==> config.mk <==
export PLATFORM = sky130hd
export DESIGN_NAME = dense_layer_seq
export DESIGN_NICKNAME = d
export VERILOG_FILES = /design/src/rtl/gan_fx_pkg.sv /design/src/rtl/fx_mac.sv /design/src/rtl/dense_layer_seq.sv
export SDC_FILE = /design/constraint.sdc
export NUM_CORES = 1
export LEC_CHECK = 0
export ABC_AREA = 1
export BUFFER_PORTS_ARGS = -buffer_cell sky130_fd_sc_hd__buf_2
export CAP_MARGIN = 40
export CORE_UTILIZATION = 52
export CTS_BUF_LIST = sky130_fd_sc_hd__clkbuf_4 sky130_fd_sc_hd__clkbuf_8
export DETAILED_ROUTE_END_ITERATION = 12
export GPL_TIMING_DRIVEN = 0
export PLACE_DENSITY = 0.83
export SYNTH_ARGS = -nofsm -noshare
export SYNTH_HDL_FRONTEND = slang
export SYNTH_SLANG_ARGS = --single-unit
export TNS_END_PERCENT = 1
==> constraint.sdc <==
create_clock -name clk -period 7.3 [get_ports clk]
set_clock_uncertainty 0.15 [all_clocks]
set_input_delay 0 -clock clk [delete_from_list [all_inputs] [get_ports clk]]
set_output_delay 0 -clock clk [all_outputs]
set_load 0.01 [all_outputs]
==> src/rtl/gan_fx_pkg.sv <==
// Shared fixed-point definitions for the GAN datapath layers.
// Holds the default data format, activation encodings, the layer FSM state
// type, the accumulator sizing rule and a saturate-to-width helper.
// No ports (package).
package gan_fx_pkg;

  // Default Q8.8 data format
  localparam int unsigned GAN_DW   = 16;
  localparam int unsigned GAN_FRAC = 8;
  localparam int unsigned FX_ONE   = 1 << GAN_FRAC;

  // Activation selectors
  localparam int unsigned ACT_NONE  = 0;
  localparam int unsigned ACT_HTANH = 1;
  localparam int unsigned ACT_RELU  = 2;

  typedef enum logic [1:0] {
    ST_IDLE = 2'd0,
    ST_MAC  = 2'd1,
    ST_ACT  = 2'd2,
    ST_DONE = 2'd3
  } state_e;

  // Accumulator wide enough for n_in full products plus a scaled bias
  function automatic int unsigned acc_width(input int unsigned dw,
                                            input int unsigned n_in);
    return 2 * dw + $clog2(n_in + 1);
  endfunction

  // Clamp a signed value to the range of a dw-bit two's-complement number
  function automatic logic signed [63:0] sat_to_dw(input logic signed [63:0] v,
                                                   input int unsigned dw);
    logic signed [63:0] hi;
    logic signed [63:0] lo;
    hi = (64'sd1 <<< (dw - 1)) - 64'sd1;
    lo = -(64'sd1 <<< (dw - 1));
    if (v > hi) begin
      return hi;
    end
    if (v < lo) begin
      return lo;
    end
    return v;
  endfunction

endpackage

==> src/rtl/fx_mac.sv <==
// Registered signed multiply-accumulate.
// Ports:
//   clk, rst  - rising-edge clock, synchronous active-high reset
//   clr       - zero the accumulator (wins over en)
//   en        - add the full-width product a*b into acc
//   a, b      - signed DW-bit operands
//   acc       - signed AW-bit accumulator (registered)
module fx_mac #(
  parameter int unsigned DW = 16,
  parameter int unsigned AW = 34
) (
  input  logic                 clk,
  input  logic                 rst,
  input  logic                 clr,
  input  logic                 en,
  input  logic signed [DW-1:0] a,
  input  logic signed [DW-1:0] b,
  output logic signed [AW-1:0] acc
);

  localparam int unsigned PW = 2 * DW;

  logic signed [PW-1:0] prod_c;

  // Full-precision product, operands sign-extended first
  assign prod_c = PW'(a) * PW'(b);

  always_ff @(posedge clk) begin
    if (rst || clr) begin
      acc <= '0;
    end else if (en) begin
      acc <= acc + AW'(prod_c);
    end
  end

endmodule

==> src/rtl/dense_layer_seq.sv <==
// Time-multiplexed fully-connected layer: N_OUT neurons of
// y = act(sum(x_i * w_i) + b) computed one product per cycle on one MAC.
// Optional build macro: DENSE_SAT_EN (saturate instead of wrap before the
// activation).
// Ports:
//   clk, rst      - rising-edge clock, synchronous active-high reset
//   in_valid      - input vector valid
//   in_ready      - layer idle and able to accept a vector
//   in_vec        - N_IN signed DW-bit inputs, element i at [DW*i +: DW]
//   flat_weights  - per neuron N_IN weights then bias, slot s at [DW*s +: DW];
//                   must stay stable from accept until out_valid
//   out_valid     - result vector valid (held until out_ready)
//   out_ready     - downstream accepts the result
//   out_vec       - N_OUT signed DW-bit results, neuron n at [DW*n +: DW]
//   busy          - computing (MAC or ACT phase)
module dense_layer_seq
  import gan_fx_pkg::*;
#(
  parameter int unsigned N_IN  = 2,
  parameter int unsigned N_OUT = 3,
  parameter int unsigned DW    = GAN_DW,
  parameter int unsigned FRAC  = GAN_FRAC,
  parameter int unsigned ACT   = ACT_HTANH
) (
  input  logic                            clk,
  input  logic                            rst,
  input  logic                            in_valid,
  output logic                            in_ready,
  input  logic [N_IN*DW-1:0]              in_vec,
  input  logic [N_OUT*(N_IN+1)*DW-1:0]    flat_weights,
  output logic                            out_valid,
  input  logic                            out_ready,
  output logic [N_OUT*DW-1:0]             out_vec,
  output logic                            busy
);

  localparam int unsigned AW = acc_width(DW, N_IN);
  localparam int unsigned SW = AW + 1;
  localparam int unsigned IW = (N_IN > 1) ? $clog2(N_IN) : 1;
  localparam int unsigned NW = (N_OUT > 1) ? $clog2(N_OUT) : 1;

  localparam logic [IW-1:0]        I_LAST = IW'(N_IN - 1);
  localparam logic [NW-1:0]        N_LAST = NW'(N_OUT - 1);
  localparam logic signed [DW-1:0] ONE_FX = DW'(1 << FRAC);

  state_e               state_q;
  state_e               state_d;
  logic [IW-1:0]        i_q;
  logic [IW-1:0]        i_d;
  logic [NW-1:0]        n_q;
  logic [NW-1:0]        n_d;

  logic signed [DW-1:0] x_q   [N_IN];
  logic signed [DW-1:0] out_q [N_OUT];
  logic signed [DW-1:0] w_c   [N_OUT][N_IN];
  logic signed [DW-1:0] b_c   [N_OUT];

  logic                 accept_c;
  logic                 mac_clr_c;
  logic                 mac_en_c;
  logic                 act_wr_c;

  logic signed [DW-1:0] x_sel_c;
  logic signed [DW-1:0] w_sel_c;
  logic signed [DW-1:0] b_sel_c;
  logic signed [AW-1:0] acc;
  logic signed [SW-1:0] biased_c;
  logic signed [SW-1:0] shifted_c;
  logic signed [DW-1:0] red_c;
  logic signed [DW-1:0] act_c;

  // Unpack the flat weight bus and drive the packed result bus
  for (genvar n = 0; n < N_OUT; n++) begin : g_neuron
    for (genvar k = 0; k < N_IN; k++) begin : g_in
      assign w_c[n][k] = flat_weights[DW*(n*(N_IN+1)+k) +: DW];
    end
    assign b_c[n] = flat_weights[DW*(n*(N_IN+1)+N_IN) +: DW];
    assign out_vec[DW*n +: DW] = out_q[n];
  end

  assign accept_c = in_valid & in_ready;
  assign x_sel_c  = x_q[i_q];
  assign w_sel_c  = w_c[n_q][i_q];
  assign b_sel_c  = b_c[n_q];

  fx_mac #(
    .DW (DW),
    .AW (AW)
  ) u_mac (
    .clk (clk),
    .rst (rst),
    .clr (mac_clr_c),
    .en  (mac_en_c),
    .a   (x_sel_c),
    .b   (w_sel_c),
    .acc (acc)
  );

  // Bias aligned to the product scale, then floor-shift back to FRAC bits
  assign biased_c  = SW'(acc) + (SW'(b_sel_c) <<< FRAC);
  assign shifted_c = biased_c >>> FRAC;

  // Reduce to DW bits: clamp or two's-complement wrap
  always_comb begin
`ifdef DENSE_SAT_EN
    red_c = DW'(sat_to_dw(64'(shifted_c), DW));
`else
    red_c = DW'(shifted_c);
`endif
  end

  // Activation
  always_comb begin
    act_c = red_c;
    if (ACT == ACT_HTANH) begin
      if (red_c > ONE_FX) begin
        act_c = ONE_FX;
      end else if (red_c < -ONE_FX) begin
        act_c = -ONE_FX;
      end
    end else if (ACT == ACT_RELU) begin
      if (red_c < 0) begin
        act_c = '0;
      end
    end
  end

  // Next-state and datapath control
  always_comb begin
    state_d   = state_q;
    n_d       = n_q;
    i_d       = i_q;
    mac_clr_c = 1'b0;
    mac_en_c  = 1'b0;
    act_wr_c  = 1'b0;
    case (state_q)
      ST_IDLE: begin
        if (accept_c) begin
          state_d   = ST_MAC;
          n_d       = '0;
          i_d       = '0;
          mac_clr_c = 1'b1;
        end
      end
      ST_MAC: begin
        mac_en_c = 1'b1;
        if (i_q == I_LAST) begin
          state_d = ST_ACT;
        end else begin
          i_d = i_q + IW'(1);
        end
      end
      ST_ACT: begin
        act_wr_c = 1'b1;
        if (n_q == N_LAST) begin
          state_d = ST_DONE;
        end else begin
          state_d   = ST_MAC;
          n_d       = n_q + NW'(1);
          i_d       = '0;
          mac_clr_c = 1'b1;
        end
      end
      ST_DONE: begin
        if (out_ready) begin
          state_d = ST_IDLE;
        end
      end
      default: begin
        state_d = ST_IDLE;
      end
    endcase
  end

  // State, counters, latched inputs, results and registered status outputs
  always_ff @(posedge clk) begin
    if (rst) begin
      state_q   <= ST_IDLE;
      n_q       <= '0;
      i_q       <= '0;
      in_ready  <= 1'b1;
      out_valid <= 1'b0;
      busy      <= 1'b0;
      for (int k = 0; k < int'(N_IN); k++) begin
        x_q[k] <= '0;
      end
      for (int n = 0; n < int'(N_OUT); n++) begin
        out_q[n] <= '0;
      end
    end else begin
      state_q   <= state_d;
      n_q       <= n_d;
      i_q       <= i_d;
      in_ready  <= (state_d == ST_IDLE);
      out_valid <= (state_d == ST_DONE);
      busy      <= (state_d == ST_MAC) || (state_d == ST_ACT);
      if (accept_c) begin
        for (int k = 0; k < int'(N_IN); k++) begin
          x_q[k] <= in_vec[DW*k +: DW];
        end
      end
      if (act_wr_c) begin
        out_q[n_q] <= act_c;
      end
    end
  end

endmodule

==> results.yml, run 1 <==
critical_path:
  reg2reg_to: "u_mac.acc[19]$_SDFFE_PP0P_"
  start_kind: "flop"
  cp_num_buf_inv: 10
  crit_type: "flop to flop"
  slowest_delay_ns: 0.62
  startpoint: "n_q[1]$_SDFFE_PP0P_"
  cp.required_ns: 7.49
  end_kind: "flop"
  worstPathMaxFanout: 10
  reg2reg_depth: 32
  cp.arrival_ns: 7.26
  cp.depth: 32
  crit_end: "u_mac.acc[19]$_SDFFE_PP0P_"
  slowest_stage: "fa_1"
  path_delay_family: "adder cells"
  r2r_start: "n_q[1]$_SDFFE_PP0P_"
  rrSetupSlack_ns: 0.24
clock_tree:
  tritoncts: "built"
  root_buffer: "clkbuf_8"
  clock_sinks: 113
  numCtsBuffers: 17
  cts_buffer_depth: 2
  clock_latency_ns: 0.46
  htree_levels: 4
  clk_pin_slew_ns: 0.08
sta:
  finalHoldViolCount: 0
  max_slew_margin: 0.391
  rsz0062_at_grt: "yes"
  worst_pin_slew_ns: 0.911
  fmax_mhz: 142
  maxSlewViolCount: 0
  setup_viol: 0
  fin_crit_ns: 7.06
  finalCritPeriodShare: 0.967
global_routing:
  grt_pass1_wl_um: 74300
  grt_pass1_vias: 14136
  antenna_found_initial: 1
  grt_usage: 0.332
  gr-total-overflow: 0
  grt_max_degree: 18
floorplan:
  core_sq_um: 28600
  die_width_um: 172
  start_util: 0.527
  rows: 62
  ios: 231
  die_h_um: 172
  dieArea_sq_um: 29700
place:
  dp_hpwl_um: 39500
  place_congestion: 1.01
  port_buffers: 229
  dpl_cell_area_sq_um: 16800
outcome:
  status: "complete, no violations"
detailed_routing:
  drtAntennaViolNets: 0
  vias: 14424
  drc: 0
  avgRoutedWirePerCell_um: 18.2
  vias_per_cell: 5.40
  wirelength_um: 48500
  drt-pass1-iter-count: 8
  drt_iter0_drc: 1331
logic_synthesis:
  syn_area_sq_um: 15100
  syn_inst: 1971
  synth.distinct_cells: 37
  synth_area_per_cell_sq_um: 7.66
  ys_warn_count: 0
  ys_seq_area_frac: 0.203
  syn-num-nets: 2463
  ys_ff_latch: 113
final_layout:
  final_area_sq_um: 17900
  layout-drive-gt1-share: 0.161
  area_growth_pct: 18.5
  nets: 2764
min_path:
  min_delay_path_depth: 4
  hold_path.class: "primary input to flop"
run:
  max_cap_viol_count: 0
-- routing by layer --
metal,part of all wire,GRT usage,up-vias
li1,-,-,6531
met3,0.10,0.0600,164
met1,0.39,0.446,6846
met5,0,0,-
met4,0.043,0.140,0
met2,0.46,0.529,883
-- layout make-up --
class	instances	area, sq um
Fill cell	2423	10700
Multi-Input combinational cell	1305	10100
Sequential cell	113	3070
Inverter	496	1880
Timing Repair Buffer	285	1670
Tap cell	384	480
Buffer	54	329
Clock buffer	17	234
Clock inverter	15	113
Antenna cell	2	5.00
-- synth_stat cells --
| library cell | instances | area, sq um |
|---|---|---|
| xnor2_1 | 16 | 140 |
| o22ai_1 | 6 | 37.5 |
| or2_2 | 11 | 68.8 |
| a21boi_0 | 1 | 7.51 |
| nor2_1 | 312 | 1170 |
| o21ai_1 | 10 | 50.1 |
| inv_1 | 494 | 1850 |
| clkbuf_1 | 46 | 173 |
| a31oi_1 | 2 | 12.5 |
| and2_1 | 1 | 6.26 |
| a21o_1 | 2 | 15.0 |
| o21a_1 | 8 | 60.1 |
| nand2_1 | 332 | 1250 |
| o211ai_1 | 15 | 113 |
| inv_2 | 1 | 3.75 |
| fa_1 | 210 | 4200 |
| xnor3_1 | 1 | 22.5 |
| nand4_1 | 7 | 43.8 |
| nand3b_1 | 1 | 7.51 |
| edfxtp_1 | 80 | 2400 |
| buf_1 | 4 | 15.0 |
| xor2_1 | 23 | 201 |
| ha_1 | 102 | 1280 |
| nor3_1 | 8 | 40.0 |
| nand3_2 | 1 | 10.0 |
| o21ai_0 | 99 | 495 |
| nand3_1 | 66 | 330 |
| o31ai_1 | 2 | 15.0 |
| nor3b_1 | 1 | 7.51 |
| a31o_2 | 1 | 8.76 |
| o221ai_1 | 1 | 8.76 |
| dfxtp_1 | 33 | 661 |
| clkinv_1 | 1 | 3.75 |
| buf_4 | 5 | 37.5 |
| a21oi_1 | 59 | 295 |
| nor4_1 | 7 | 43.8 |
| buf_2 | 2 | 10.0 |
-- per-stage QoR --
| stage | util | setup TNS, ns | setup slack [ns] | std cells | hold WS [ns] |
|---|---|---|---|---|---|
| after floorplan | - | 0 | 0.581 | 1971 | 0.0580 |
| after global placement | 0.584 | -7.03 | -1.02 | 2584 | 0.152 |
| after detailed placement | 0.588 | -7.76 | -1.14 | 2598 | 0.156 |
| after CTS | 0.618 | 0 | 0.000794 | 2667 | 0.227 |
| after global routing | 0.625 | -0.133 | -0.0504 | 2670 | 0.247 |
| final | 0.625 | 0 | 0.238 | 2671 | 0.229 |
-- flip-flops by register name, indices dropped and copies added, names as in the netlist, named ones only --
signal,flops
state_q,2
out_q,48
n_q,2
out_valid,1
i_q,1
u_mac.acc,24
busy,1
x_q,32
in_ready,1
-- how the worst min path moves through the flow --
stage               start                        to  slack [ns]
2_1_floorplan   in_vec[0]   x_q[0][0]$_SDFFCE_PN0P_        0.06
5_1_grt         in_vec[5]   x_q[0][5]$_SDFFCE_PN0P_        0.25
3_3_place_gp   in_vec[22]   x_q[1][6]$_SDFFCE_PN0P_        0.15
3_5_place_dp   in_vec[24]   x_q[1][8]$_SDFFCE_PN0P_        0.16
4_1_cts        in_vec[31]  x_q[1][15]$_SDFFCE_PN0P_        0.23
6_report        in_vec[5]   x_q[0][5]$_SDFFCE_PN0P_        0.23
-- timing repair --
item                                   in CTS  in global routing
gates resized for setup                    56                 69
endpoints found under the hold margin      40                  0
setup endpoints to repair                  13                  9
pin swaps                                   1                  3
buffers inserted                            0                  4
hold buffers                               38                  0
-- logic make-up (layout without fill, tap and decap cells) --
kind of cell,Yosys count,after routing,share of synthesized area
compound gates,206,206,0.0741
xor+xnor,40,40,0.0241
fa+ha+maj,312,312,0.363
buf+inv,553,867,0.139
flops,113,113,0.203
other cells,0,2,0
simple gates,747,747,0.197
-- tightest hold or removal path, cell delays in order --
cell,delay [ns]
dlygate4sd3_1,0.52
buf_2,0.09
inv_1,0.03
nor2_1,0.08
-- layout by cell type, fill, tap and decap left out, types with 5 or more instances in the layout --
cell type and instances:
nor2_1 306, o21ai_0 91, xor2_1 23, o211ai_1 15
ha_1 99, inv_1 487, nand4_1 7, clkbuf_1 21
a21oi_1 54, clkinvlp_4 10, nor3_1 7, dlygate4sd3_1 38
nand2_2 8, fa_1 209, dfxtp_1 30, or2_2 11
xnor2_1 16, o22ai_1 6, buf_4 23, clkbuf_8 19
clkbuf_2 6, buf_2 234, o21ai_1 15, nand3_1 66
nand2_1 324, buf_6 8, edfxtp_1 80, a21oi_2 5
o21a_1 8
Power of run 1 is left out: the tool's default activity adds up to more than one toggle a clock period on the data nets, which glitch-free logic cannot reach.
==> run 2, diff against run 1 <==
CELL_PAD_IN_SITES_DETAIL_PLACEMENT = 1   (was unset)
CELL_PAD_IN_SITES_GLOBAL_PLACEMENT = 1   (was unset)
CORE_UTILIZATION = 44   (was 52)
PLACE_DENSITY = 0.93   (was 0.83)
REMOVE_ABC_BUFFERS = 1   (was unset)
==> run 2 against run 1 <==
  * The run now ends with setup timing left
  * Worst setup slack worse by 2.0 ns
  * Sequential cell count unchanged
  * Critical path depth shrank 6
  * Maximum frequency shrank 22%
  * Non-clock buffer count rose by 4
  * Routed wire length is 76% higher
  * Die area increased by 18%
  * Count of clock-buffer cells in the layout unchanged
  * Via count is 21% higher
  * First-iteration DRC count is 90% higher
  * Worst hold slack got worse by 0.037 ns
  * Global-route usage increased by 6.5 points
==> results.yml, run 2 (same netlist as run 1, synthesis figures left out) <==
outcome:
  status: "finished with violations"
  violations: "setup timing"
final_layout:
  layout-drive-gt1-share: 0.196
  final_area_sq_um: 18600
  nets: 2769
  top_regs: "out_q (48), x_q (32), u_mac.acc (24)"
  n_fill_cell: 4143
  area_growth_pct: 23.0
  final_cell_mix: "inv_1 (484), nand2_1 (310), nor2_1 (297)"
  regMostFlops: "out_q"
  largest_reg_flops: 48
  layout_commonest_cell: "inv_1"
critical_path:
  r2r_start: "i_q$_SDFFE_PP0P_"
  cp.required_ns: 7.57
  cp.arrival_ns: 9.29
  end_kind: "flop"
  start_kind: "flop"
  startpoint: "i_q$_SDFFE_PP0P_"
  crit_type: "flop to flop"
  worstPathMaxFanout: 28
global_routing:
  antenna_found_initial: 16
  grt_usage: 0.397
  grt_pass1_vias: 17904
  gr-total-overflow: 0
  grt_pass1_wl_um: 105000
  grt_max_degree: 54
clock_tree:
  root_buffer: "clkbuf_8"
  cts_buffer_depth: 2
  tritoncts: "built"
  numCtsBuffers: 17
  clock_latency_ns: 0.49
  htree_levels: 4
  clk_pin_slew_ns: 0.11
  clock_sinks: 113
floorplan:
  ios: 231
  die_width_um: 187
  start_util: 0.449
  dieArea_sq_um: 35100
  rows: 67
  core_sq_um: 33600
  die_h_um: 187
sta:
  maxSlewViolCount: 0
  finalCritPeriodShare: 1.24
  hold-worst-slack_ns: 0.191
  layout_setup_ws_ns: -1.72
  finalHoldViolCount: 0
  max_slew_margin: 0.173
  fin_crit_ns: 9.02
  setup_viol: 11
  worst_pin_slew_ns: 1.23
  fmax_mhz: 111
  rsz0062_at_grt: "yes"
detailed_routing:
  wirelength_um: 85300
  vias: 17464
  drt_iter0_drc: 2525
  drtAntennaViolNets: 0
  drt-pass1-iter-count: 6
  vias_per_cell: 6.35
  drc: 0
  avgRoutedWirePerCell_um: 31.0
min_path:
  hold_path.startpoint: "rst"
  hold_path.class: "primary input to flop"
place:
  port_buffers: 230
  place_congestion: 0.942
  dpl_cell_area_sq_um: 16800
  dp_hpwl_um: 46700
run:
  max_cap_viol_count: 0
## run 2: path summary, 6_finish.rpt
path                            cells after the start                          to  slack [ns]
worst max-delay path                               26  u_mac.acc[22]$_SDFFE_PP0P_       -1.72
worst min-delay path                                3        out_valid$_SDFF_PP0_        0.19
worst max register to register                     26  u_mac.acc[22]$_SDFFE_PP0P_       -1.72
worst min register to register                      2   u_mac.acc[1]$_SDFFE_PP0P_        0.34
## run 2: cell type report
type	instances	area (sq um)	share of cell area
sequential	113	3070	0.165
timing repair buffer	343	2220	0.120
clock buffer	17	234	0.0126
clock inverter	15	153	0.00822
timing repair inverter	1	5.00	0.000270
tap	448	561	0.0302
inverter	496	1910	0.103
multi-input combinational	1305	10400	0.559
antenna	11	27.5	0.00148
## run 2: repair_timing
item / 4_1_cts / 5_1_grt
pin swaps: 5 / 18
buffers inserted: 22 / 27
cloned: 1 / 1
hold buffers: 35 / 0
gates resized for setup: 48 / 95
hold endpoints to repair: 41 / 0
setup endpoints to repair: 15 / 13
## run 2: critical path, cell delays in order (launching register included)
cell        delay [ns]
dfxtp_2           0.63
buf_8             0.27
o21ai_0           0.13
o22ai_1           0.13
nand2_1           0.11
nand2_4           0.19
clkinvlp_2        0.25
nor2_1            0.71
fa_1              0.72
inv_1             0.14
fa_1              0.50
fa_1              0.61
inv_1             0.08
fa_1              0.46
fa_1              0.56
inv_1             0.23
fa_1              0.82
inv_1             0.17
ha_4              0.35
nand2_2           0.13
nor4_2            0.44
o21ai_0           0.49
nand3_1           0.21
nand2_1           0.08
nand3_1           0.09
o211ai_1          0.11
inv_1             0.13
## run 2: layer usage
layer  track usage  wire (um)
met3         0.101      12200
met5             0        231
met4         0.345      11200
met1         0.412      24800
met2         0.672      36900
## run 2: metrics by stage
| step | setup WS [ns] | TNS [ns] | std cells | utilization |
|---|---|---|---|---|
| 6_report | -1.72 | -9.18 | 2749 | 0.552 |
| 5_1_grt | -1.69 | -9.54 | 2747 | 0.552 |
| 4_1_cts | 0.00679 | 0 | 2705 | 0.533 |
| 3_5_place_dp | -1.89 | -16.54 | 2615 | 0.501 |
| 3_3_place_gp | -2.64 | -33.80 | 2592 | 0.493 |
| 2_1_floorplan | -0.488 | -2.18 | 1914 | - |
Power of run 2 is left out for the same reason.
